### src/rtl/div_share_arbiter_if.sv
// Requester-side bus of div_share_arbiter: per-FU operand request channel plus
// shared result response channel. master = FU array, slave = arbiter.
interface div_share_arbiter_if #(
  parameter int unsigned N_REQ  = 4,
  parameter int unsigned N_BITS = 32
);
  logic [N_REQ-1:0]        req_valid_i;
  logic [N_REQ-1:0]        req_ready_o;
  logic [N_REQ*N_BITS-1:0] req_a_i;
  logic [N_REQ*N_BITS-1:0] req_b_i;
  logic [N_REQ-1:0]        req_signed_i;
  logic [N_REQ-1:0]        resp_valid_o;
  logic [N_REQ-1:0]        resp_ready_i;
  logic [N_BITS-1:0]       resp_q_o;
  logic [N_BITS-1:0]       resp_r_o;

  modport master (
    output req_valid_i, req_a_i, req_b_i, req_signed_i, resp_ready_i,
    input  req_ready_o, resp_valid_o, resp_q_o, resp_r_o
  );

  modport slave (
    input  req_valid_i, req_a_i, req_b_i, req_signed_i, resp_ready_i,
    output req_ready_o, resp_valid_o, resp_q_o, resp_r_o
  );
endinterface

### src/rtl/div_share_arbiter.sv
// Round-robin arbiter sharing one iterative divider among N_REQ functional units.
// Optional macro DIV_SHARE_ZERO_BYPASS_EN answers divide-by-zero locally without the divider.
module div_share_arbiter #(
  parameter int unsigned N_REQ  = 4,
  parameter int unsigned N_BITS = 32
) (
  input  logic                     clk_i,
  input  logic                     rst_i,
  div_share_arbiter_if.slave       req_if,
  output logic                     div_in_valid_o,
  output logic [N_BITS-1:0]        div_a_o,
  output logic [N_BITS-1:0]        div_b_o,
  output logic                     div_signed_o,
  input  logic                     div_valid_i,
  input  logic [N_BITS-1:0]        div_q_i,
  input  logic [N_BITS-1:0]        div_r_i,
  output logic                     busy_o,
  output logic [$clog2(N_REQ)-1:0] owner_o
);
  localparam int unsigned   OW   = $clog2(N_REQ);
  localparam logic [OW-1:0] LAST = OW'(N_REQ - 1);

  typedef enum logic [1:0] {IDLE, ISSUE, WAIT, RESP} state_t;

  state_t            state;
  logic [OW-1:0]     rr_ptr;
  logic              grant_vld;
  logic [OW-1:0]     grant_idx;
  logic [N_REQ-1:0]  grant_oh;
  logic [N_BITS-1:0] grant_a;
  logic [N_BITS-1:0] grant_b;
  logic              grant_signed;

  // First valid requester at or after rr_ptr, wrapping modulo N_REQ
  always_comb begin : grant_scan
    int unsigned idx;
    idx       = 0;
    grant_vld = 1'b0;
    grant_idx = '0;
    for (int unsigned k = 0; k < N_REQ; k++) begin
      idx = 32'(rr_ptr) + k;
      if (idx >= N_REQ) idx = idx - N_REQ;
      if (!grant_vld && req_if.req_valid_i[OW'(idx)]) begin
        grant_vld = 1'b1;
        grant_idx = OW'(idx);
      end
    end
    grant_oh     = grant_vld ? (N_REQ'(1) << grant_idx) : '0;
    grant_a      = req_if.req_a_i[32'(grant_idx) * N_BITS +: N_BITS];
    grant_b      = req_if.req_b_i[32'(grant_idx) * N_BITS +: N_BITS];
    grant_signed = req_if.req_signed_i[grant_idx];
  end

  // Accept is combinational so a grant costs no extra cycle
  assign req_if.req_ready_o = (state == IDLE) ? grant_oh : '0;

  always_ff @(posedge clk_i) begin
    if (rst_i) begin
      state               <= IDLE;
      rr_ptr              <= '0;
      owner_o             <= '0;
      busy_o              <= 1'b0;
      div_in_valid_o      <= 1'b0;
      div_a_o             <= '0;
      div_b_o             <= '0;
      div_signed_o        <= 1'b0;
      req_if.resp_valid_o <= '0;
      req_if.resp_q_o     <= '0;
      req_if.resp_r_o     <= '0;
    end else begin
      div_in_valid_o <= 1'b0;
      unique case (state)
        IDLE: begin
          if (grant_vld) begin
            owner_o      <= grant_idx;
            busy_o       <= 1'b1;
            div_a_o      <= grant_a;
            div_b_o      <= grant_b;
            div_signed_o <= grant_signed;
`ifdef DIV_SHARE_ZERO_BYPASS_EN
            // Divide-by-zero result is fixed, so skip the divider entirely
            if (grant_b == '0) begin
              state               <= RESP;
              req_if.resp_valid_o <= grant_oh;
              req_if.resp_q_o     <= '1;
              req_if.resp_r_o     <= grant_a;
            end else begin
              state          <= ISSUE;
              div_in_valid_o <= 1'b1;
            end
`else
            state          <= ISSUE;
            div_in_valid_o <= 1'b1;
`endif
          end
        end
        ISSUE: state <= WAIT;
        WAIT: begin
          if (div_valid_i) begin
            state               <= RESP;
            req_if.resp_valid_o <= N_REQ'(1) << owner_o;
            req_if.resp_q_o     <= div_q_i;
            req_if.resp_r_o     <= div_r_i;
          end
        end
        RESP: begin
          if (req_if.resp_ready_i[owner_o]) begin
            state               <= IDLE;
            rr_ptr              <= (owner_o == LAST) ? '0 : owner_o + OW'(1);
            owner_o             <= '0;
            busy_o              <= 1'b0;
            req_if.resp_valid_o <= '0;
            req_if.resp_q_o     <= '0;
            req_if.resp_r_o     <= '0;
          end
        end
        default: state <= IDLE;
      endcase
    end
  end
endmodule
### src/flat_wrapper.sv
// flat-port wrapper written by rule: the top's interface ports become plain ports
module div_share_arbiter_flat 
#(
  parameter int unsigned N_REQ  = 4,
  parameter int unsigned N_BITS = 32
)
  (clk_i, rst_i, div_in_valid_o, div_a_o, div_b_o, div_signed_o, div_valid_i, div_q_i, div_r_i, busy_o, owner_o, req_if_req_valid_i, req_if_req_a_i, req_if_req_b_i, req_if_req_signed_i, req_if_resp_ready_i, req_if_req_ready_o, req_if_resp_valid_o, req_if_resp_q_o, req_if_resp_r_o);
  div_share_arbiter_if #(.N_REQ(N_REQ), .N_BITS(N_BITS)) req_if_i ();
  input  logic clk_i;
  input  logic rst_i;
  output logic div_in_valid_o;
  output logic [N_BITS-1:0] div_a_o;
  output logic [N_BITS-1:0] div_b_o;
  output logic div_signed_o;
  input  logic div_valid_i;
  input  logic [N_BITS-1:0] div_q_i;
  input  logic [N_BITS-1:0] div_r_i;
  output logic busy_o;
  output logic [$clog2(N_REQ)-1:0] owner_o;
  input wire logic [$bits(req_if_i.req_valid_i)-1:0] req_if_req_valid_i;
  input wire logic [$bits(req_if_i.req_a_i)-1:0] req_if_req_a_i;
  input wire logic [$bits(req_if_i.req_b_i)-1:0] req_if_req_b_i;
  input wire logic [$bits(req_if_i.req_signed_i)-1:0] req_if_req_signed_i;
  input wire logic [$bits(req_if_i.resp_ready_i)-1:0] req_if_resp_ready_i;
  output wire logic [$bits(req_if_i.req_ready_o)-1:0] req_if_req_ready_o;
  output wire logic [$bits(req_if_i.resp_valid_o)-1:0] req_if_resp_valid_o;
  output wire logic [$bits(req_if_i.resp_q_o)-1:0] req_if_resp_q_o;
  output wire logic [$bits(req_if_i.resp_r_o)-1:0] req_if_resp_r_o;
  assign req_if_i.req_valid_i = req_if_req_valid_i;
  assign req_if_i.req_a_i = req_if_req_a_i;
  assign req_if_i.req_b_i = req_if_req_b_i;
  assign req_if_i.req_signed_i = req_if_req_signed_i;
  assign req_if_i.resp_ready_i = req_if_resp_ready_i;
  assign req_if_req_ready_o = req_if_i.req_ready_o;
  assign req_if_resp_valid_o = req_if_i.resp_valid_o;
  assign req_if_resp_q_o = req_if_i.resp_q_o;
  assign req_if_resp_r_o = req_if_i.resp_r_o;
  div_share_arbiter #(.N_REQ(N_REQ), .N_BITS(N_BITS)) u_core (.clk_i(clk_i), .rst_i(rst_i), .req_if(req_if_i), .div_in_valid_o(div_in_valid_o), .div_a_o(div_a_o), .div_b_o(div_b_o), .div_signed_o(div_signed_o), .div_valid_i(div_valid_i), .div_q_i(div_q_i), .div_r_i(div_r_i), .busy_o(busy_o), .owner_o(owner_o));
endmodule
### config.mk
export PLATFORM = sky130hd
export DESIGN_NAME = div_share_arbiter_flat
export DESIGN_NICKNAME = d
export VERILOG_FILES = /design/src/rtl/div_share_arbiter_if.sv /design/src/rtl/div_share_arbiter.sv /design/src/flat_wrapper.sv
export SDC_FILE = /design/constraint.sdc
export NUM_CORES = 1
export LEC_CHECK = 0
export CAP_MARGIN = 25
export CORE_AREA = 3 3 184 186
export CTS_CLUSTER_SIZE = 12
export DETAILED_ROUTE_END_ITERATION = 7
export DIE_AREA = 0 0 187 189
export PLACE_DENSITY_LB_ADDON = 0.05
export SYNTH_ARGS = -nofsm -noshare
export SYNTH_HDL_FRONTEND = slang
export SYNTH_SLANG_ARGS = --single-unit
### constraint.sdc
create_clock -name clk_i -period 5.5 [get_ports clk_i]
set_input_delay 0.825 -clock clk_i [delete_from_list [all_inputs] [get_ports clk_i]]
set_output_delay 0.825 -clock clk_i [all_outputs]
set_load 0.005 [all_outputs]
==> results of run 1 <==
-- cell families (layout without fill, tap and decap cells) --
group | Yosys count | in the layout | share of synthesized area, %
buf+inv | 110 | 526 | 6.77
mux | 9 | 9 | 1.35
flops | 141 | 141 | 37.1
fa+ha+maj | 7 | 7 | 1.15
compound gates | 335 | 335 | 31.8
simple gates | 311 | 311 | 21.8
other cells | 0 | 5 | 0
-- cell usage after synthesis (all sizes together) (2+ instances only) --
cell and n:
and2 2, nand2b 3, dfxtp 141, mux2i 8
buf 29, clkbuf 75, a22oi 2, o211ai 2
or4 2, nor2b 6, a211oi 59, a221oi 59
o21ai 60, a21oi 74, inv 6, nor2 143
o41ai 8, nand3 17, nand2 6, ha 7
and3 60, or3 2, a311o 7, a21boi 60
nor3b 68
-- layout make-up --
cell class | count | area, µm² | area share [%]
Timing Repair Buffer | 489 | 4880 | 37.0
Multi-Input combinational cell | 662 | 4300 | 32.6
Sequential cell | 141 | 2820 | 21.4
Tap cell | 442 | 553 | 4.19
Clock buffer | 18 | 439 | 3.33
Clock inverter | 13 | 155 | 1.18
Inverter | 6 | 22.5 | 0.171
Antenna cell | 5 | 12.5 | 0.0949
-- where the power goes --
part | internal (mW) | switching, mW
clock network | 0.689 | 0.511
registers | 1.35 | 0.179
logic | 1.25 | 1.20
-- flip-flops by register name, indices dropped and copies added, names as in the netlist --
register,flops
u_core.busy_o,1
u_core.div_a_o,32
u_core.div_b_o,32
u_core.div_in_valid_o,1
u_core.div_signed_o,1
u_core.owner_o,2
u_core.req_if.resp_q_o,32
u_core.req_if.resp_r_o,32
u_core.req_if.resp_valid_o,4
u_core.rr_ptr,2
u_core.state,2
-- through the flow --
step	instances	setup WS, ns
2_1_floorplan	913	2.64
3_3_place_gp	1740	1.67
3_5_place_dp	1740	1.63
4_1_cts	1771	1.62
5_1_grt	1776	1.50
6_report	1776	1.59
-- per-layer routing --
metal | vias up | global-route usage (%) | routed length [µm]
met2 | 304 | 34.7 | 18000
met1 | 3903 | 21.4 | 14100
met5 | - | 0 | 39
met3 | 30 | 7.50 | 2910
met4 | 8 | 5.76 | 573
li1 | 4199 | - | -
-- worst max path at each step --
stage,to,slack (ns),startpoint
3_5_place_dp,req_if_req_ready_o[2],1.63,req_if_req_valid_i[0]
4_1_cts,req_if_req_ready_o[2],1.62,req_if_req_valid_i[0]
6_report,req_if_req_ready_o[2],1.59,req_if_req_valid_i[0]
2_1_floorplan,req_if_req_ready_o[1],2.64,req_if_req_valid_i[3]
5_1_grt,req_if_req_ready_o[2],1.50,req_if_req_valid_i[0]
3_3_place_gp,req_if_req_ready_o[2],1.67,req_if_req_valid_i[0]
-- worst max-delay path, delay by kind of cell --
family,cells,cell delay [ns]
buf+inv,2,1.16
compound gates,1,0.59
simple gates,2,0.51
==> impl_metrics.yaml, run 1 <==
timing:
  finalSetupViolations: 0
  fin_crit_ns: 3.91
  maxSlewHeadroom_pct: 34.7
  min_period_over_period_pct: 71.0
  fin_skew_ns: 0.00991
  hold_violations: 0
  fmax_ghz: 0.256
  tns_ns: 0
  worstMarginPinSlew_ns: 0.979
  maxSlewViolCount: 0
  timing.hold.ws_ns: 0.483
  rsz0062_at_grt: "no"
floorplanning:
  die_area_um2: 35300
  pin_count: 476
  start_util_pct: 23.4
  die_h_um: 189
  coreArea_um2: 32500
  die_w_um: 187
  fp-row-count: 66
worst_setup_path:
  arrival_ns: 3.08
  r2r-end: "u_core.div_a_o[24]$_SDFFE_PP0P_"
  crit_required_ns: 4.68
  cp_common_cell: "clkdlybuf4s50_1"
  crit_path_end_kind: "output port"
  rrSetupSlack_ns: 2.92
  worstPathCellList: "clkdlybuf4s50_1 > nor2b_4 > o221ai_1 > and3_1 > clkdlybuf4s50_1"
  cp_slowest_cell: "clkdlybuf4s50_1"
  reg2reg_depth: 6
  cpPeakStageDelay_ns: 0.59
  cp_max_fo: 9
  worst-setup-path-type: "input pin to output port"
  cp-start-kind: "input pin"
  r2r_start: "u_core.rr_ptr[1]$_SDFFE_PP0P_"
logic_synthesis:
  synth_flop_cell: "dfxtp_1"
  yosys.area.top_type: "dfxtp_1"
  synth-edff-count: 0
  syn_nets: 1255
  synthArstFlopShare_pct: 0
  synth_top_area_share_pct: 37.1
  ys_warn_count: 0
  synth_cells: 913
  syn_area_per_cell_um2: 8.32
  syn_area_um2: 7600
  ys_seq_elements: 141
  synth-seq-area-share_pct: 37.1
  ys_top_cells_by_area: "dfxtp_1 37%, nor2_1 7.0%, a221oi_1 6.8%"
  ys_types: 44
global_routing:
  track_usage_pct: 19.4
  grt_first_pass_wirelength_um: 52700
  antenna_found_initial: 9
  grt_max_degree: 137
  grt_pass1_vias: 8335
  grt.overflow.total: 0
placed_design:
  dpl.hpwl_um: 26200
  place_area_um2: 12600
  gp_congestion: 0.771
  io_buffers: 475
cts:
  htreeDepth: 4
  post-cts-setup-buffers: 0
  cts_resized: 0
  root_buffer: "clkbuf_16"
  clock_path_buffers: 2
  cts_buffers: 17
  clk_latency_ns: 0.43
  cts_tree: "done"
  clkSlewWorstSetupHoldPaths_ns: 0.06
  holdBufCountCts: 0
  clock_sinks: 141
power_and_ir_drop:
  powerDensity_nw_per_um2: 392
  leakage_nw: 4.73
  peakVddDrop_v: 0.000224
  power_mw: 5.17
detailed_routing:
  drt_wl_total_um: 35600
  dr.pass1.iters: 6
  drc: 0
  wl_per_cell_um: 20.0
  vias: 8444
  viasPerCell: 4.75
  drtIter0Drc: 336
  drtAntennaViolNets: 0
outcome:
  outcome: "completed"
layout:
  drive_gt1_share_pct: 6.92
  final_core_util_pct: 40.6
  layout_common_cells: "474 x clkdlybuf4s50_1, 142 x nor2_1, 141 x dfxtp_1"
  design_area_um2: 13200
  nets: 1659
  fillers: 3368
  synthToLayoutAreaGrowth_pct: 73.5
  final_common_cell: "clkdlybuf4s50_1"
hold_path:
  holdCritStartpoint: "u_core.req_if.resp_r_o[22]$_SDFFE_PP0P_"
  hold_class: "flip-flop to flip-flop"
  hold_depth: 2
  holdPathEnd: "u_core.req_if.resp_r_o[22]$_SDFFE_PP0P_"
job:
  drv_cap: 0
(Power assumes the default switching activity.)
==> run 2: changes to the inputs <==
- clock period: 5.5 -> 3.68 ns (I/O delays scaled with it)
==> run 2 against run 1 <==
Sequential share of layout area down 0.11 points; first-iteration DRC count grew 16%; register-to-register slack got worse by 1.6 ns; power up 50%; setup slack worse by 0.95 ns; count of clock-buffer cells in the layout is 1 higher; clock power up 49%; sequential power is 50% higher; wire length grew 0.17%; cell area increased by 0.51%; final cell count rose by 0.23%; critical path depth did not move; critical endpoint is now req_if_req_ready_o[0].
==> impl_metrics.yaml, run 2 (synthesis results as in run 1) <==
timing:
  maxSlewHeadroom_pct: 39.6
  finalSetupViolations: 0
  fmax_ghz: 0.330
  fin_crit_ns: 3.03
  maxSlewViolCount: 0
  tns_ns: 0
  fin_skew_ns: 0.00920
  min_period_over_period_pct: 82.4
  rsz0062_at_grt: "no"
  worstMarginPinSlew_ns: 0.905
  hold_violations: 0
outcome:
  outcome: "completed"
placed_design:
  dpl.hpwl_um: 26500
  place_area_um2: 12700
  gp_congestion: 0.757
  io_buffers: 475
cts:
  cts_buffers: 17
  clock_sinks: 141
  cts_resized: 0
  htreeDepth: 4
  clk_latency_ns: 0.43
  root_buffer: "clkbuf_16"
  clock_path_buffers: 2
  cts_tree: "done"
  holdBufCountCts: 0
  clkSlewWorstSetupHoldPaths_ns: 0.06
  post-cts-setup-buffers: 0
power_and_ir_drop:
  pwr-share-clk_pct: 23.1
  p_comb_share_pct: 47.4
  seqPwrFrac_pct: 29.5
  internal_power_mw: 4.91
  leakage_nw: 4.76
  p_sw_mw: 2.83
  swShare_pct: 36.6
  power_mw: 7.75
  powerDensity_nw_per_um2: 584
  peakVddDrop_v: 0.000336
worst_setup_path:
  crit_end: "req_if_req_ready_o[0]"
  path_depth: 5
  cp_max_fo: 9
  cp-start-kind: "input pin"
  critPathLaunch: "req_if_req_valid_i[2]"
  r2r-end: "u_core.div_b_o[18]$_SDFFE_PP0P_"
  rrSetupSlack_ns: 1.30
  worstPathBufferInverterCount: 2
  cp_common_cell: "clkdlybuf4s50_1"
  arrival_ns: 2.48
  r2r_start: "u_core.rr_ptr[1]$_SDFFE_PP0P_"
  cpPeakStageDelay_ns: 0.60
  crit_required_ns: 3.13
  reg2reg_depth: 5
  cp_slowest_cell: "clkdlybuf4s50_1"
  worst-setup-path-type: "input pin to output port"
  critical_path.top_delay_family: "buffers and inverters"
  worstPathCellList: "clkdlybuf4s50_1 > nor2b_4 > or3_1 > a21oi_1 > clkdlybuf4s50_1"
  crit_path_end_kind: "output port"
floorplanning:
  coreArea_um2: 32500
  start_util_pct: 23.4
  die_w_um: 187
  pin_count: 476
  fp-row-count: 66
  die_area_um2: 35300
  die_h_um: 189
global_routing:
  met2_usage_pct: 35.1
  gr-usage-met1_pct: 21.5
  grt_pass1_vias: 8320
  grt_max_degree: 137
  use_met3_pct: 7.05
  track_usage_pct: 19.4
  grt_first_pass_wirelength_um: 52800
  grt.busiest_layer: "met2"
  grt.overflow.total: 0
  antenna_found_initial: 3
layout:
  nets: 1665
  layout_common_cells: "474 x clkdlybuf4s50_1, 142 x nor2_1, 141 x dfxtp_1"
  drive_gt1_share_pct: 7.26
  design_area_um2: 13300
  synthToLayoutAreaGrowth_pct: 74.4
  seq_area_um2: 2820
  final_common_cell: "clkdlybuf4s50_1"
  multi_input_area_um2: 4300
  fillers: 3291
hold_path:
  hold_class: "flip-flop to flip-flop"
detailed_routing:
  dr.pass1.iters: 5
  drt_wl_total_um: 35700
  drc: 0
  drtAntennaViolNets: 0
  drtIter0Drc: 391
  wl_per_cell_um: 20.0
  vias: 8403
  viasPerCell: 4.72
job:
  drv_cap: 0
run 2: area by class of cell:
type                    count  area share [%]
multi-input cells         662            32.4
clock inverters            13            1.16
inverters                   6           0.170
diodes                      2          0.0378
well taps                 442            4.17
flip-flops and latches    141            21.3
repair buffers            495            37.5
clock buffers              19            3.27
run 2: how the worst min path moves through the flow:
stage	from	end	slack, ns	cells after the start
2_1_floorplan	u_core.busy_o$_SDFFE_PP0P_	u_core.busy_o$_SDFFE_PP0P_	0.48	2
3_3_place_gp	u_core.req_if.resp_q_o[5]$_SDFFE_PP0P_	u_core.req_if.resp_q_o[5]$_SDFFE_PP0P_	0.47	2
3_5_place_dp	u_core.req_if.resp_valid_o[3]$_SDFFE_PP0P_	u_core.req_if.resp_valid_o[3]$_SDFFE_PP0P_	0.48	2
4_1_cts	u_core.div_a_o[24]$_SDFFE_PP0P_	u_core.div_a_o[24]$_SDFFE_PP0P_	0.49	2
5_1_grt	u_core.div_b_o[3]$_SDFFE_PP0P_	u_core.div_b_o[3]$_SDFFE_PP0P_	0.51	2
6_report	u_core.req_if.resp_valid_o[3]$_SDFFE_PP0P_	u_core.req_if.resp_valid_o[3]$_SDFFE_PP0P_	0.49	2
run 2: through the flow:
step           hold WS [ns]  utilization [%]  cells  setup WS, ns
3_5_place_dp          0.475             39.0   1746         0.565
4_1_cts               0.491             40.8   1778         0.634
5_1_grt               0.506             40.8   1780         0.544
6_report              0.485             40.8   1780         0.647
3_3_place_gp          0.467             39.0   1746         0.603
2_1_floorplan         0.483                -    913          1.37
run 2: per-layer routing:
layer	routed length (µm)	part of all wire, %	up-vias
met3	2960	8.3	24
li1	-	-	4206
met1	14000	39	3865
met2	18200	51	306
met5	13	0.036	-
met4	474	1.3	2
run 2: worst register-to-register path, delay by kind of cell, from the launching register on:
kind            cells  cell delay, ns
simple gates        2            1.15
flops               1            0.55
compound gates      1            0.28
mux                 1            0.19
buf+inv             1            0.09
run 2: power groups by stage:
stage                     clock, mW  combinational [mW]  sequential [mW]
after CTS                      1.85                3.75             2.30
after detailed placement          0                3.73             2.33
final                          1.79                3.67             2.29
after global routing           1.90                4.05             2.35
after global placement            0                3.74             2.31
after floorplan                   0                1.76             2.33
